<file path="src/rtl/alu_issue_seq_pkg.sv">
// Shared definitions for the ALU issue sequencer: op class/subop codes,
// FSM state encoding and instruction word field layout.
package alu_issue_seq_pkg;

  localparam logic [1:0] CLS_ARITH   = 2'b00;
  localparam logic [1:0] CLS_LOGIC   = 2'b01;
  localparam logic [1:0] CLS_ZERO    = 2'b10;
  localparam logic [1:0] CLS_SPECIAL = 2'b11;

  localparam logic [1:0] SUB_SHR = 2'b00;
  localparam logic [1:0] SUB_SHL = 2'b01;
  localparam logic [1:0] SUB_ADD = 2'b10;
  localparam logic [1:0] SUB_SUB = 2'b11;

  localparam logic [1:0] SUB_AND = 2'b00;
  localparam logic [1:0] SUB_OR  = 2'b01;
  localparam logic [1:0] SUB_XOR = 2'b10;
  localparam logic [1:0] SUB_ONE = 2'b11;

  localparam int INSTR_W         = 16;
  localparam int INSTR_DEST_LSB  = 14;
  localparam int INSTR_CLASS_LSB = 12;
  localparam int INSTR_SUBOP_LSB = 10;

  typedef enum logic [1:0] {
    ST_IDLE,
    ST_DRIVE,
    ST_CAPTURE,
    ST_RESP
  } state_t;

  // Low ten bits of the instruction word are reserved and always zero.
  function automatic logic [INSTR_W-1:0] encode_instr(input logic [1:0] dest,
                                                      input logic [1:0] cls,
                                                      input logic [1:0] subop);
    return {dest, cls, subop, 10'b0};
  endfunction

endpackage

</file>
<file path="src/rtl/alu_issue_seq_if.sv">
// Command and response handshakes between control logic and the sequencer.
interface alu_issue_seq_if;

  logic       cmd_valid;
  logic       cmd_ready;
  logic [1:0] cmd_dest;
  logic [1:0] cmd_class;
  logic [1:0] cmd_subop;
  logic [7:0] cmd_a;
  logic [7:0] cmd_b;

  logic       rsp_valid;
  logic       rsp_ready;
  logic [1:0] rsp_dest;
  logic       rsp_bit;
  logic       rsp_zero;
  logic       rsp_ovf;

  modport master (
    output cmd_valid, cmd_dest, cmd_class, cmd_subop, cmd_a, cmd_b,
    input  cmd_ready,
    input  rsp_valid, rsp_dest, rsp_bit, rsp_zero, rsp_ovf,
    output rsp_ready
  );

  modport slave (
    input  cmd_valid, cmd_dest, cmd_class, cmd_subop, cmd_a, cmd_b,
    output cmd_ready,
    output rsp_valid, rsp_dest, rsp_bit, rsp_zero, rsp_ovf,
    input  rsp_ready
  );

endinterface

</file>
<file path="src/rtl/alu_issue_seq.sv">
// Issues one ALU operation at a time: drives instruction/operands, waits a
// settle period, captures the selected output and flags, returns a response.
module alu_issue_seq
  import alu_issue_seq_pkg::*;
#(
  parameter int SETTLE_CYCLES = 1,
  parameter int CNT_W         = 16
) (
  input  logic               clk,
  input  logic               rst_n,
  alu_issue_seq_if.slave     bus,
  output logic [INSTR_W-1:0] instruction,
  output logic [7:0]         data0,
  output logic [7:0]         data1,
  input  logic [3:0]         alu_out,
  input  logic               alu_zero,
  input  logic               alu_ovf,
  output logic [CNT_W-1:0]   op_count
);

  localparam logic [3:0] SETTLE_LOAD = 4'(SETTLE_CYCLES - 1);

  state_t     state;
  state_t     state_next;
  logic [3:0] settle_cnt;
  logic       accept;
  logic       capture;
  logic       complete;

  logic [1:0] rsp_dest;
  logic       rsp_bit;
  logic       rsp_zero;
  logic       rsp_ovf;

  always_ff @(posedge clk or negedge rst_n) begin
    if (!rst_n) begin
      state <= ST_IDLE;
    end else begin
      state <= state_next;
    end
  end

  always_comb begin
    state_next = state;
    accept     = 1'b0;
    capture    = 1'b0;
    complete   = 1'b0;
    unique case (state)
      ST_IDLE: begin
        if (bus.cmd_valid) begin
          accept     = 1'b1;
          state_next = ST_DRIVE;
        end
      end
      ST_DRIVE: begin
        if (settle_cnt == 4'd0) begin
          state_next = ST_CAPTURE;
        end
      end
      ST_CAPTURE: begin
        capture    = 1'b1;
        state_next = ST_RESP;
      end
      ST_RESP: begin
        if (bus.rsp_ready) begin
          complete   = 1'b1;
          state_next = ST_IDLE;
        end
      end
      default: state_next = ST_IDLE;
    endcase
  end

  // ALU inputs only change on acceptance so they stay stable while idle.
  always_ff @(posedge clk or negedge rst_n) begin
    if (!rst_n) begin
      instruction <= '0;
      data0       <= '0;
      data1       <= '0;
      settle_cnt  <= '0;
    end else if (accept) begin
      instruction <= encode_instr(bus.cmd_dest, bus.cmd_class, bus.cmd_subop);
      data0       <= bus.cmd_a;
      data1       <= bus.cmd_b;
      settle_cnt  <= SETTLE_LOAD;
    end else if (state == ST_DRIVE && settle_cnt != 4'd0) begin
      settle_cnt <= settle_cnt - 4'd1;
    end
  end

  always_ff @(posedge clk or negedge rst_n) begin
    if (!rst_n) begin
      rsp_dest <= '0;
      rsp_bit  <= 1'b0;
      rsp_zero <= 1'b0;
      rsp_ovf  <= 1'b0;
    end else if (capture) begin
      rsp_dest <= instruction[INSTR_DEST_LSB +: 2];
      rsp_bit  <= alu_out[instruction[INSTR_DEST_LSB +: 2]];
      rsp_zero <= alu_zero;
      rsp_ovf  <= alu_ovf;
    end
  end

  always_ff @(posedge clk or negedge rst_n) begin
    if (!rst_n) begin
      op_count <= '0;
    end else if (complete) begin
      op_count <= op_count + 1'b1;
    end
  end

  assign bus.cmd_ready = (state == ST_IDLE);
  assign bus.rsp_valid = (state == ST_RESP);
  assign bus.rsp_dest  = rsp_dest;
  assign bus.rsp_bit   = rsp_bit;
  assign bus.rsp_zero  = rsp_zero;
  assign bus.rsp_ovf   = rsp_ovf;

endmodule

</file>
<file path="src/flat_wrapper.sv">
// flat-port wrapper written by rule: the top's interface ports become plain ports
module alu_issue_seq_flat import alu_issue_seq_pkg::*;
#(
  parameter int SETTLE_CYCLES = 1,
  parameter int CNT_W         = 16
)
  (clk, rst_n, instruction, data0, data1, alu_out, alu_zero, alu_ovf, op_count, bus_cmd_valid, bus_cmd_dest, bus_cmd_class, bus_cmd_subop, bus_cmd_a, bus_cmd_b, bus_cmd_ready, bus_rsp_valid, bus_rsp_dest, bus_rsp_bit, bus_rsp_zero, bus_rsp_ovf, bus_rsp_ready);
  alu_issue_seq_if bus_i ();
  input  logic clk;
  input  logic rst_n;
  output logic [INSTR_W-1:0] instruction;
  output logic [7:0] data0;
  output logic [7:0] data1;
  input  logic [3:0] alu_out;
  input  logic alu_zero;
  input  logic alu_ovf;
  output logic [CNT_W-1:0] op_count;
  input wire logic [$bits(bus_i.cmd_valid)-1:0] bus_cmd_valid;
  input wire logic [$bits(bus_i.cmd_dest)-1:0] bus_cmd_dest;
  input wire logic [$bits(bus_i.cmd_class)-1:0] bus_cmd_class;
  input wire logic [$bits(bus_i.cmd_subop)-1:0] bus_cmd_subop;
  input wire logic [$bits(bus_i.cmd_a)-1:0] bus_cmd_a;
  input wire logic [$bits(bus_i.cmd_b)-1:0] bus_cmd_b;
  output wire logic [$bits(bus_i.cmd_ready)-1:0] bus_cmd_ready;
  output wire logic [$bits(bus_i.rsp_valid)-1:0] bus_rsp_valid;
  output wire logic [$bits(bus_i.rsp_dest)-1:0] bus_rsp_dest;
  output wire logic [$bits(bus_i.rsp_bit)-1:0] bus_rsp_bit;
  output wire logic [$bits(bus_i.rsp_zero)-1:0] bus_rsp_zero;
  output wire logic [$bits(bus_i.rsp_ovf)-1:0] bus_rsp_ovf;
  input wire logic [$bits(bus_i.rsp_ready)-1:0] bus_rsp_ready;
  assign bus_i.cmd_valid = bus_cmd_valid;
  assign bus_i.cmd_dest = bus_cmd_dest;
  assign bus_i.cmd_class = bus_cmd_class;
  assign bus_i.cmd_subop = bus_cmd_subop;
  assign bus_i.cmd_a = bus_cmd_a;
  assign bus_i.cmd_b = bus_cmd_b;
  assign bus_cmd_ready = bus_i.cmd_ready;
  assign bus_rsp_valid = bus_i.rsp_valid;
  assign bus_rsp_dest = bus_i.rsp_dest;
  assign bus_rsp_bit = bus_i.rsp_bit;
  assign bus_rsp_zero = bus_i.rsp_zero;
  assign bus_rsp_ovf = bus_i.rsp_ovf;
  assign bus_i.rsp_ready = bus_rsp_ready;
  alu_issue_seq #(.SETTLE_CYCLES(SETTLE_CYCLES), .CNT_W(CNT_W)) u_core (.clk(clk), .rst_n(rst_n), .bus(bus_i), .instruction(instruction), .data0(data0), .data1(data1), .alu_out(alu_out), .alu_zero(alu_zero), .alu_ovf(alu_ovf), .op_count(op_count));
endmodule
</file>
<file path="config.mk">
export PLATFORM = sky130hd
export DESIGN_NAME = alu_issue_seq_flat
export DESIGN_NICKNAME = d
export VERILOG_FILES = /design/src/rtl/alu_issue_seq_pkg.sv /design/src/rtl/alu_issue_seq_if.sv /design/src/rtl/alu_issue_seq.sv /design/src/flat_wrapper.sv
export SDC_FILE = /design/constraint.sdc
export NUM_CORES = 1
export LEC_CHECK = 0
export ABC_AREA = 1
export BUFFER_PORTS_ARGS = -buffer_cell sky130_fd_sc_hd__buf_4
export CAP_MARGIN = 20
export CORE_MARGIN = 2
export CORE_UTILIZATION = 23
export CTS_CLUSTER_SIZE = 28
export DETAILED_ROUTE_END_ITERATION = 16
export GPL_ROUTABILITY_DRIVEN = 0
export REMOVE_ABC_BUFFERS = 1
export SETUP_SLACK_MARGIN = 0.3
export SYNTH_ARGS = -nofsm -noshare
export SYNTH_HDL_FRONTEND = slang
export SYNTH_SLANG_ARGS = --single-unit
export TNS_END_PERCENT = 20
</file>
<file path="constraint.sdc">
create_clock -name clk -period 2 [get_ports clk]
set_clock_uncertainty 0.2 [all_clocks]
set_input_delay 0.2 -clock clk [delete_from_list [all_inputs] [get_ports clk]]
set_output_delay 0.2 -clock clk [all_outputs]
set_load 0.02 [all_outputs]
</file>
==> impl_metrics.tcl, run 1 <==
set metrics [dict create \
    maxCapViolCount 0 \
    coreArea_mm2 0.0103 \
    finalHoldViolations 0 \
    avgViaCountPerCell 3.92 \
    grt_pass1_wl_um 9000 \
    die_w_um 107 \
    met1_usage 0.118 \
    yosysTopAreaCell "dfrtp_1" \
    yosysWarnings 0 \
    grt_start_max_net_pins 50 \
    final_net_count 382 \
    ys_types 30 \
    period_share 0.811 \
    synthTopCellsByArea "dfrtp_1 50%, mux2_4 8.0%, nand2_1 7.5%" \
    h-tree-depth 2 \
    crit_required_ps 1600 \
    ys_top_cells_by_count "49 x dfrtp_1, 49 x nand2_1, 26 x inv_1" \
    clock.fmax_ghz 0.616 \
    worstPathArrival_ps 1220 \
    clkLatencyLatePin_ps 310 \
    slew_viol_final 0 \
    synth-seq-cells 49 \
    syn2layout_area_growth_pct 44.0 \
    cts-root-buf "clkbuf_8" \
    met3_usage 0.0365 \
    num_rows 37 \
    rsz0062_at_grt "yes" \
    diodes 0 \
    slowest_stage "dfrtp_1" \
    fillers 1027 \
    power_density_mw_per_mm2 1220 \
    status "complete, no violations" \
    multi_input_area_mm2 0.00107 \
    max_stage_delay_ps 420 \
    dieArea_mm2 0.0115 \
    path_cells "inv_1 > ha_4 > buf_4" \
    r2r_start "u_core.state[1]" \
    hold_end "u_core.bus.rsp_bit" \
    routed_wl_um 5320 \
    async_reset_ff_frac 1.00 \
    first_pass_iters 4 \
    gr-total-overflow 0 \
    antenna_found_initial 0 \
    relSlewSlack 0.573 \
    syn_area_mm2 0.00244 \
    top_usage_layer "met2" \
    die_y_um 107 \
    synth_top_area_share 0.502 \
    endpoint_kind "primary output" \
    seq_area_frac_synth 0.502 \
    final_util 0.341 \
    synth_flop_cell "dfrtp_1" \
    grt_usage 0.0985 \
    drive_gt1_frac 0.379 \
    worst_pin_slew_ps 641 \
    r2r_setup_slack_ps 380 \
    dp_hpwl_um 3750 \
    synth_edf_count 0 \
    holdCritPathClass "primary input to register" \
    crit_type "register to primary output" \
    final-setup-viol-count 0 \
    critPathLaunchType "register" \
    worstReg2RegEnd "u_core.data0[3]" \
    leakagePower_uw 0.00179 \
    clk_pin_slew_ps 110 \
    ir_worst_vdd_v 0.000613 \
    min_period_ps 1620 \
    drt_iter0_markers 55 \
    drc_errors 0 \
    clockBufferDepth 2 \
    use_met2 0.166 \
    cts_buffers 5 \
    timing.setup.tns_ps 0 \
    port_buffers 76 \
    wl_per_cell_um 11.1 \
    first_global_vias 1927 \
    ff_latch_area_mm2 0.00123 \
    ios 87 \
    cts_sinks 49 \
    syn_inst 234 \
    via_count 1876 \
    crit_fanout 3 \
    avgSynthCellArea_um2 10.4 \
    cts_tree "done" \
    worstHoldStart "alu_out[2]" \
    hold_depth 3 \
    ant_nets 0 \
    initial_utilization 0.237 \
    worstRegToRegCells 4 \
]
-- layout by cell type, fill, tap and decap left out, drive strengths merged --
| cell type | instances |
|---|---|
| dfrtp | 49 |
| o21ai | 8 |
| nor3b | 1 |
| a31oi | 1 |
| a21oi | 2 |
| o21bai | 1 |
| o211ai | 1 |
| nor3 | 2 |
| nand2 | 57 |
| xnor2 | 4 |
| inv | 29 |
| nand4 | 3 |
| buf | 78 |
| ha | 8 |
| mux2 | 21 |
| nand3 | 9 |
| dlygate4sd3 | 26 |
| clkbuf | 5 |
| conb | 10 |
| nor2 | 20 |
| clkinv | 3 |
| xor2 | 5 |
-- routing by layer --
layer	routed length [um]	vias up
li1	-	929
met1	2320	869
met3	428	7
met5	0	-
met2	2520	71
met4	47	0
-- layout make-up --
class	instances	area share
clock buffer	5	0.0195
clock inverter	3	0.00746
inverter	29	0.0309
multi-input combinational	153	0.305
sequential	49	0.348
tap	136	0.0483
timing repair buffer	104	0.240
-- worst max-delay path, delay by kind of cell (launching register included) --
family	cells	cell delay (ps)
fa+ha+maj	1	190
buf+inv	2	300
flops	1	420
-- worst max-delay path by stage --
stage | startpoint | end | slack (ps) | cells past startpoint
finish | u_core.state[0] | bus_cmd_ready | 380 | 3
global route | u_core.state[0] | bus_cmd_ready | 290 | 3
CTS | u_core.state[0] | u_core.op_count[9] | 320 | 7
detailed placement | u_core.state[0] | u_core.data1[7] | 160 | 4
global placement | u_core.state[0] | u_core.data0[4] | 230 | 4
floorplan | u_core.state[0] | u_core.data0[0] | 230 | 4
-- sequential cells by signal (all words and copies together), names as in the netlist --
register / count
u_core.op_count: 16
u_core.bus.rsp_bit: 1
u_core.data1: 8
u_core.bus.rsp_ovf: 1
u_core.settle_cnt: 4
u_core.instruction: 6
u_core.data0: 8
u_core.bus.rsp_zero: 1
u_core.state: 2
u_core.bus.rsp_dest: 2
-- power by group --
part | internal (uW) | total [uW] | leakage (uW) | switching, uW
logic | 1000 | 2050 | 0.00114 | 1050
registers | 1340 | 1600 | 0.000605 | 267
clock network | 256 | 623 | 0.0000487 | 368
-- cells by family (layout without fill, tap and decap cells) --
family	Yosys count	in the layout	share of synthesized area
xor+xnor	9	9	0.0322
fa+ha+maj	8	8	0.0409
mux	21	21	0.117
simple gates	92	92	0.193
compound gates	13	13	0.0292
buf+inv	41	141	0.0844
flops	49	49	0.502
other cells	1	10	0.00153
-- timing repair --
action                     CTS  global route
buffers inserted             0             1
resized for setup            3             2
setup endpoints to repair   22            24
hold endpoints to repair    74             0
hold buffers                26             0
-- stage by stage --
stage	power (uW)	instance area, um2	hold slack, ps	std cells	setup WS [ps]
2_1_floorplan	2770	2380	-296	231	233
3_3_place_gp	3540	3130	79.0	444	234
3_5_place_dp	3590	3130	71.0	444	162
4_1_cts	4320	3510	7.20	478	322
5_1_grt	4570	3520	5.76	479	286
6_report	4280	3520	22.2	479	377
Power figures use the tool's default switching activity.
==> inputs of run 2 (changes only) <==
==> constraint.sdc (replaced) <==
create_clock -name clk -period 1.4 [get_ports clk]
set_clock_uncertainty 0.2 [all_clocks]
set_input_delay 0.14 -clock clk [delete_from_list [all_inputs] [get_ports clk]]
set_output_delay 0.14 -clock clk [all_outputs]
set_load 0.02 [all_outputs]
==> impl_metrics.tcl, run 2 (synthesis results as in run 1) <==
set metrics [dict create \
    routed_wl_um 6080 \
    wl_met1_um 2490 \
    finalHoldViolations 0 \
    clock.fmax_ghz 0.648 \
    leakagePower_uw 0.00211 \
    cts-root-buf "clkbuf_8" \
    violations "setup timing" \
    die_w_um 107 \
    grt_pass1_wl_um 9940 \
    fin_area_mm2 0.00416 \
    coreArea_mm2 0.0103 \
    first_global_vias 2141 \
    status "complete, but fails checks" \
    cts_tree "done" \
    critPathLaunchType "register" \
    dp_hpwl_um 4360 \
    worstRegToRegCells 5 \
    rsz0062_at_grt "yes" \
    drt_iter0_markers 64 \
    wl_per_cell_um 11.9 \
    clk_pin_slew_ps 90 \
    initial_utilization 0.237 \
    fillers 983 \
    place_area_mm2 0.00335 \
    holdWs_ps 14.7 \
    ios 87 \
    diodes 0 \
    layout_common_cells "54 x buf_4, 50 x buf_6, 45 x nand2_1, 45 x dfrtp_1, 26 x dlygate4sd3_1" \
    first_pass_iters 4 \
    timing.setup.tns_ps -3760 \
    final-setup-viol-count 37 \
    h-tree-depth 2 \
    setup_slack_ps -142 \
    die_y_um 107 \
    wl_met2_um 3020 \
    top_regs "u_core.op_count (16), u_core.data0 (8), u_core.data1 (8)" \
    cts_buffers 5 \
    cts_sinks 49 \
    largest_register "u_core.op_count" \
    min_period_ps 1540 \
    clockBufferDepth 2 \
    ant_nets 0 \
    largest_reg_flops 16 \
    hold_end "u_core.bus.rsp_bit" \
    grt_usage 0.108 \
    power_density_mw_per_mm2 1770 \
    crit_fanout 8 \
    drc_errors 0 \
    drive_gt1_frac 0.491 \
    worstPathArrival_ps 1530 \
    final_util 0.403 \
    via_count 2046 \
    final_net_count 412 \
    met3_wirelength_um 513 \
    avgViaCountPerCell 4.02 \
    num_rows 37 \
    period_share 1.10 \
    syn2layout_area_growth_pct 70.1 \
    final_common_cell "buf_4" \
    ir_worst_vdd_v 0.00136 \
    gr-total-overflow 0 \
    crit_type "register to register" \
    crit_required_ps 1380 \
    dp_slack_ps -188 \
    port_buffers 76 \
    r2r_start "u_core.state[0]" \
    dieArea_mm2 0.0115 \
    clkLatencyLatePin_ps 290 \
    maxCapViolCount 0 \
    r2r_setup_slack_ps -140 \
    slew_viol_final 0 \
    grt_start_max_net_pins 23 \
    antenna_found_initial 0 \
    top_layer "met4" \
    worstReg2RegEnd "u_core.data1[1]" \
    holdCritPathClass "primary input to register" \
    hold_depth 3 \
    worstHoldStart "alu_out[2]" \
    endpoint_kind "register" \
]
==> run 2: cell count changes in the layout (fill, tap and decap cells not counted), sizes merged <==
cell    previous run  this run
clkinv             3         2
inv               29        28
buf               78       107
clkbuf             5         8
==> run 2: what timing repair did <==
action / 4_1_cts / 5_1_grt
gates cloned: 0 / 1
endpoints found under the hold margin: 74 / 0
pin swaps: 5 / 12
buffers inserted: 1 / 3
gates resized for setup: 72 / 31
endpoints found under the setup margin: 94 / 94
hold buffers: 26 / 0
==> run 2: routing by layer <==
metal,up-vias,GRT usage
met1,981,0.124
met5,-,0
li1,991,-
met3,4,0.0456
met2,70,0.185
met4,0,0.0250
==> run 2: worst max-delay path by stage <==
stage / slack [ps] / startpoint / cells past startpoint / to
2_1_floorplan: -370 / u_core.state[0] / 4 / u_core.data0[0]
3_3_place_gp: -140 / u_core.state[0] / 5 / u_core.data0[5]
3_5_place_dp: -190 / u_core.state[0] / 5 / u_core.data0[2]
4_1_cts: -150 / u_core.state[1] / 5 / u_core.op_count[4]
5_1_grt: -190 / u_core.state[1] / 5 / u_core.data1[1]
6_report: -140 / u_core.state[0] / 5 / u_core.data1[1]
==> run 2: worst max-delay path, cell delays in order (launching register included) <==
cell and delay [ps]:
dfrtp_2 450, inv_2 90, ha_4 150, nand2_4 80
clkbuf_16 170, mux2_4 290
==> run 2: per-stage QoR <==
| stage | cells | total power [uW] |
|---|---|---|
| final | 509 | 7340 |
| after floorplan | 231 | 3950 |
| after detailed placement | 470 | 5450 |
| after global routing | 509 | 7770 |
| after global placement | 470 | 5370 |
| after CTS | 505 | 7120 |
==> run 2: report_power, final <==
part           switching [uW]  internal, uW
clock                     460           447
combinational            1770          2260
sequential                481          1920
==> run 2: cell type report <==
cell class	count	area, um2	area share
Timing Repair Buffer	134	1310	0.315
Sequential cell	49	1230	0.296
Multi-Input combinational cell	153	1230	0.296
Tap cell	136	170	0.0409
Inverter	29	116	0.0280
Clock buffer	7	96.3	0.0232
Clock inverter	1	5.00	0.00120
==> inputs of run 3 (changes only) <==
--- a/config.mk
+++ b/config.mk
@@ -5,9 +5,7 @@
 export SDC_FILE = /design/constraint.sdc
 export NUM_CORES = 1
 export LEC_CHECK = 0
-export ABC_AREA = 1
 export BUFFER_PORTS_ARGS = -buffer_cell sky130_fd_sc_hd__buf_4
-export CAP_MARGIN = 20
 export CORE_MARGIN = 2
 export CORE_UTILIZATION = 23
 export CTS_CLUSTER_SIZE = 28
==> impl_metrics.tcl, run 3 <==
set metrics [dict create \
    status "complete, but fails checks" \
    violations "setup timing" \
    drive_gt1_frac 0.583 \
    dp_hpwl_um 3690 \
    syn2layout_area_growth_pct 78.5 \
    cts_tree "done" \
    grt_start_max_net_pins 21 \
    top_regs "u_core.op_count (16), u_core.data0 (8), u_core.data1 (8)" \
    layout_common_cells "62 x buf_4, 55 x buf_6, 48 x dfrtp_1" \
    clk_pin_slew_ps 110 \
    leakagePower_uw 0.00188 \
    finalNonFillerCells 443 \
    initial_utilization 0.238 \
    intPower_uw 4710 \
    die_w_um 102 \
    ir_worst_vdd_v 0.000968 \
    drt_iter0_markers 44 \
    cts_buffers 5 \
    final_common_cell "buf_4" \
    grt_usage 0.116 \
    slew_viol_final 0 \
    ys_types 36 \
    ys_top_cells_by_count "49 x dfrtp_1, 28 x mux2_2, 13 x xnor2_1" \
    critPathBufInv 3 \
    clock.fmax_ghz 0.563 \
    cts_sinks 49 \
    antenna_found_initial 0 \
    ios 87 \
    die_y_um 102 \
    syn_area_mm2 0.00221 \
    rsz0062_at_grt "yes" \
    path_cells "buf_6 > ha_4 > buf_12 > nand3_4 > nor3_2 > buf_4 > and3_1 > xor2_1" \
    max_stage_delay_ps 390 \
    ant_nets 0 \
    async_reset_ff_frac 1.00 \
    clockPowerShare 0.147 \
    ff_latch_area_mm2 0.00123 \
    p_seq_frac 0.317 \
    num_rows 35 \
    holdCritPathClass "primary input to async pin" \
    first_global_vias 1946 \
    crit_required_ps 1420 \
    final_net_count 353 \
    period_share 1.27 \
    drc_errors 0 \
    first_pass_iters 3 \
    synth_top_area_share 0.554 \
    grt_pass1_wl_um 9330 \
    finalHoldViolations 0 \
    crit_family "simple AND/OR/NAND/NOR gates" \
    maxCapViolCount 0 \
    coreArea_mm2 0.00928 \
    total_power_uw 7290 \
    critPathLaunchType "register" \
    synth_flop_cell "dfrtp_1" \
    p_comb_frac 0.536 \
    synth_edf_count 0 \
    routed_wl_um 5750 \
    multi_input_area_um2 985 \
    yosysMostFrequentCell "dfrtp_1" \
    fillers 871 \
    diodes 0 \
    power_density_mw_per_mm2 1850 \
    clockBufferDepth 2 \
    avgSynthCellArea_um2 13.4 \
    gr-total-overflow 0 \
    place_inst 402 \
    syn_inst 165 \
    via_count 1734 \
    slowest_stage "dfrtp_1" \
    cts-root-buf "clkbuf_8" \
    h-tree-depth 2 \
    holdWs_ps 50.0 \
    yosysTopAreaCell "dfrtp_1" \
    p_switching_uw 2570 \
    final-setup-viol-count 49 \
    fin_area_mm2 0.00395 \
    largest_reg_flops 16 \
    setup_slack_ps -376 \
    crit_fanout 4 \
    crit_type "register to register" \
    endpoint_kind "register" \
    port_buffers 76 \
    seq_area_frac_synth 0.554 \
    synth-seq-cells 49 \
    min_period_ps 1780 \
    timing.setup.tns_ps -12740 \
    avgViaCountPerCell 3.91 \
    largest_register "u_core.op_count" \
    worstPathArrival_ps 1800 \
    p_sw_frac 0.353 \
    place_area_mm2 0.00319 \
    wl_per_cell_um 13.0 \
    clkLatencyLatePin_ps 300 \
    yosysWarnings 0 \
    synthTopCellsByArea "dfrtp_1 55%, mux2_2 14%, xnor2_1 5.1%" \
    dieArea_mm2 0.0104 \
]
run 3: what timing repair did:
item / CTS / global route
setup buffers: 3 / 4
setup endpoints to repair: 94 / 94
endpoints found under the hold margin: 73 / 0
pin swaps: 6 / 14
hold buffers: 25 / 0
resized for setup: 60 / 16
gates cloned: 1 / 0
run 3: layout make-up:
class,count,area share
Tap cell,129,0.0409
Inverter,8,0.00761
Clock inverter,3,0.0120
Timing Repair Buffer,146,0.362
Clock buffer,5,0.0174
Multi-Input combinational cell,103,0.249
Sequential cell,49,0.311
run 3: kinds of logic after synthesis:
group                    after synthesis  share of synthesized area
XOR/XNOR                              17                     0.0673
adder cells (fa/ha/maj)                8                     0.0453
flip-flops                            49                      0.554
other                                  1                    0.00170
multiplexers                          31                      0.162
AND/OR/NAND/NOR                       31                     0.0888
AO/OA/AOI/OAI                          6                     0.0243
buffers and inverters                 22                     0.0560
run 3: worst paths after layout:
| check | from | to | slack, ps | depth (start not counted) |
|---|---|---|---|---|
| max | u_core.state[1] | u_core.op_count[10] | -380 | 8 |
| min | rst_n | u_core.bus.rsp_dest[0] | 50 | 2 |
| max reg2reg | u_core.state[1] | u_core.op_count[10] | -380 | 8 |
| min reg2reg | u_core.op_count[15] | u_core.op_count[15] | 290 | 1 |
| max in group asynchronous | rst_n | u_core.op_count[11] | 460 | 3 |
| min in group clk | bus_rsp_ready | u_core.op_count[2] | 50 | 4 |
run 3: power groups by stage:
| stage | registers [uW] | logic [uW] | clock network [uW] |
|---|---|---|---|
| 6_report | 2310 | 3900 | 1070 |
| 5_1_grt | 2380 | 4150 | 1170 |
| 4_1_cts | 2290 | 3680 | 1120 |
| 3_5_place_dp | 2230 | 3030 | 0 |
| 3_3_place_gp | 2220 | 2980 | 0 |
| 2_1_floorplan | 2810 | 988 | 0 |
run 3: worst register-to-register path, cell delays in order, from the launching register on:
cell	delay, ps
dfrtp_1	390
buf_6	120
ha_4	170
buf_12	110
nand3_4	60
nor3_2	160
buf_4	150
and3_1	180
xor2_1	160
run 3: routing by layer:
| metal | share of wire | GRT usage | up-vias |
|---|---|---|---|
| met5 | 0 | 0 | - |
| met4 | 0.0056 | 0.0277 | 0 |
| met3 | 0.059 | 0.0315 | 5 |
| met2 | 0.54 | 0.211 | 62 |
| met1 | 0.40 | 0.135 | 832 |
| li1 | - | - | 835 |
run 3: metrics by stage:
stage	worst slack, ps	util
2_1_floorplan	-831	-
3_3_place_gp	-378	0.343
3_5_place_dp	-397	0.343
4_1_cts	-349	0.413
5_1_grt	-454	0.425
6_report	-376	0.425
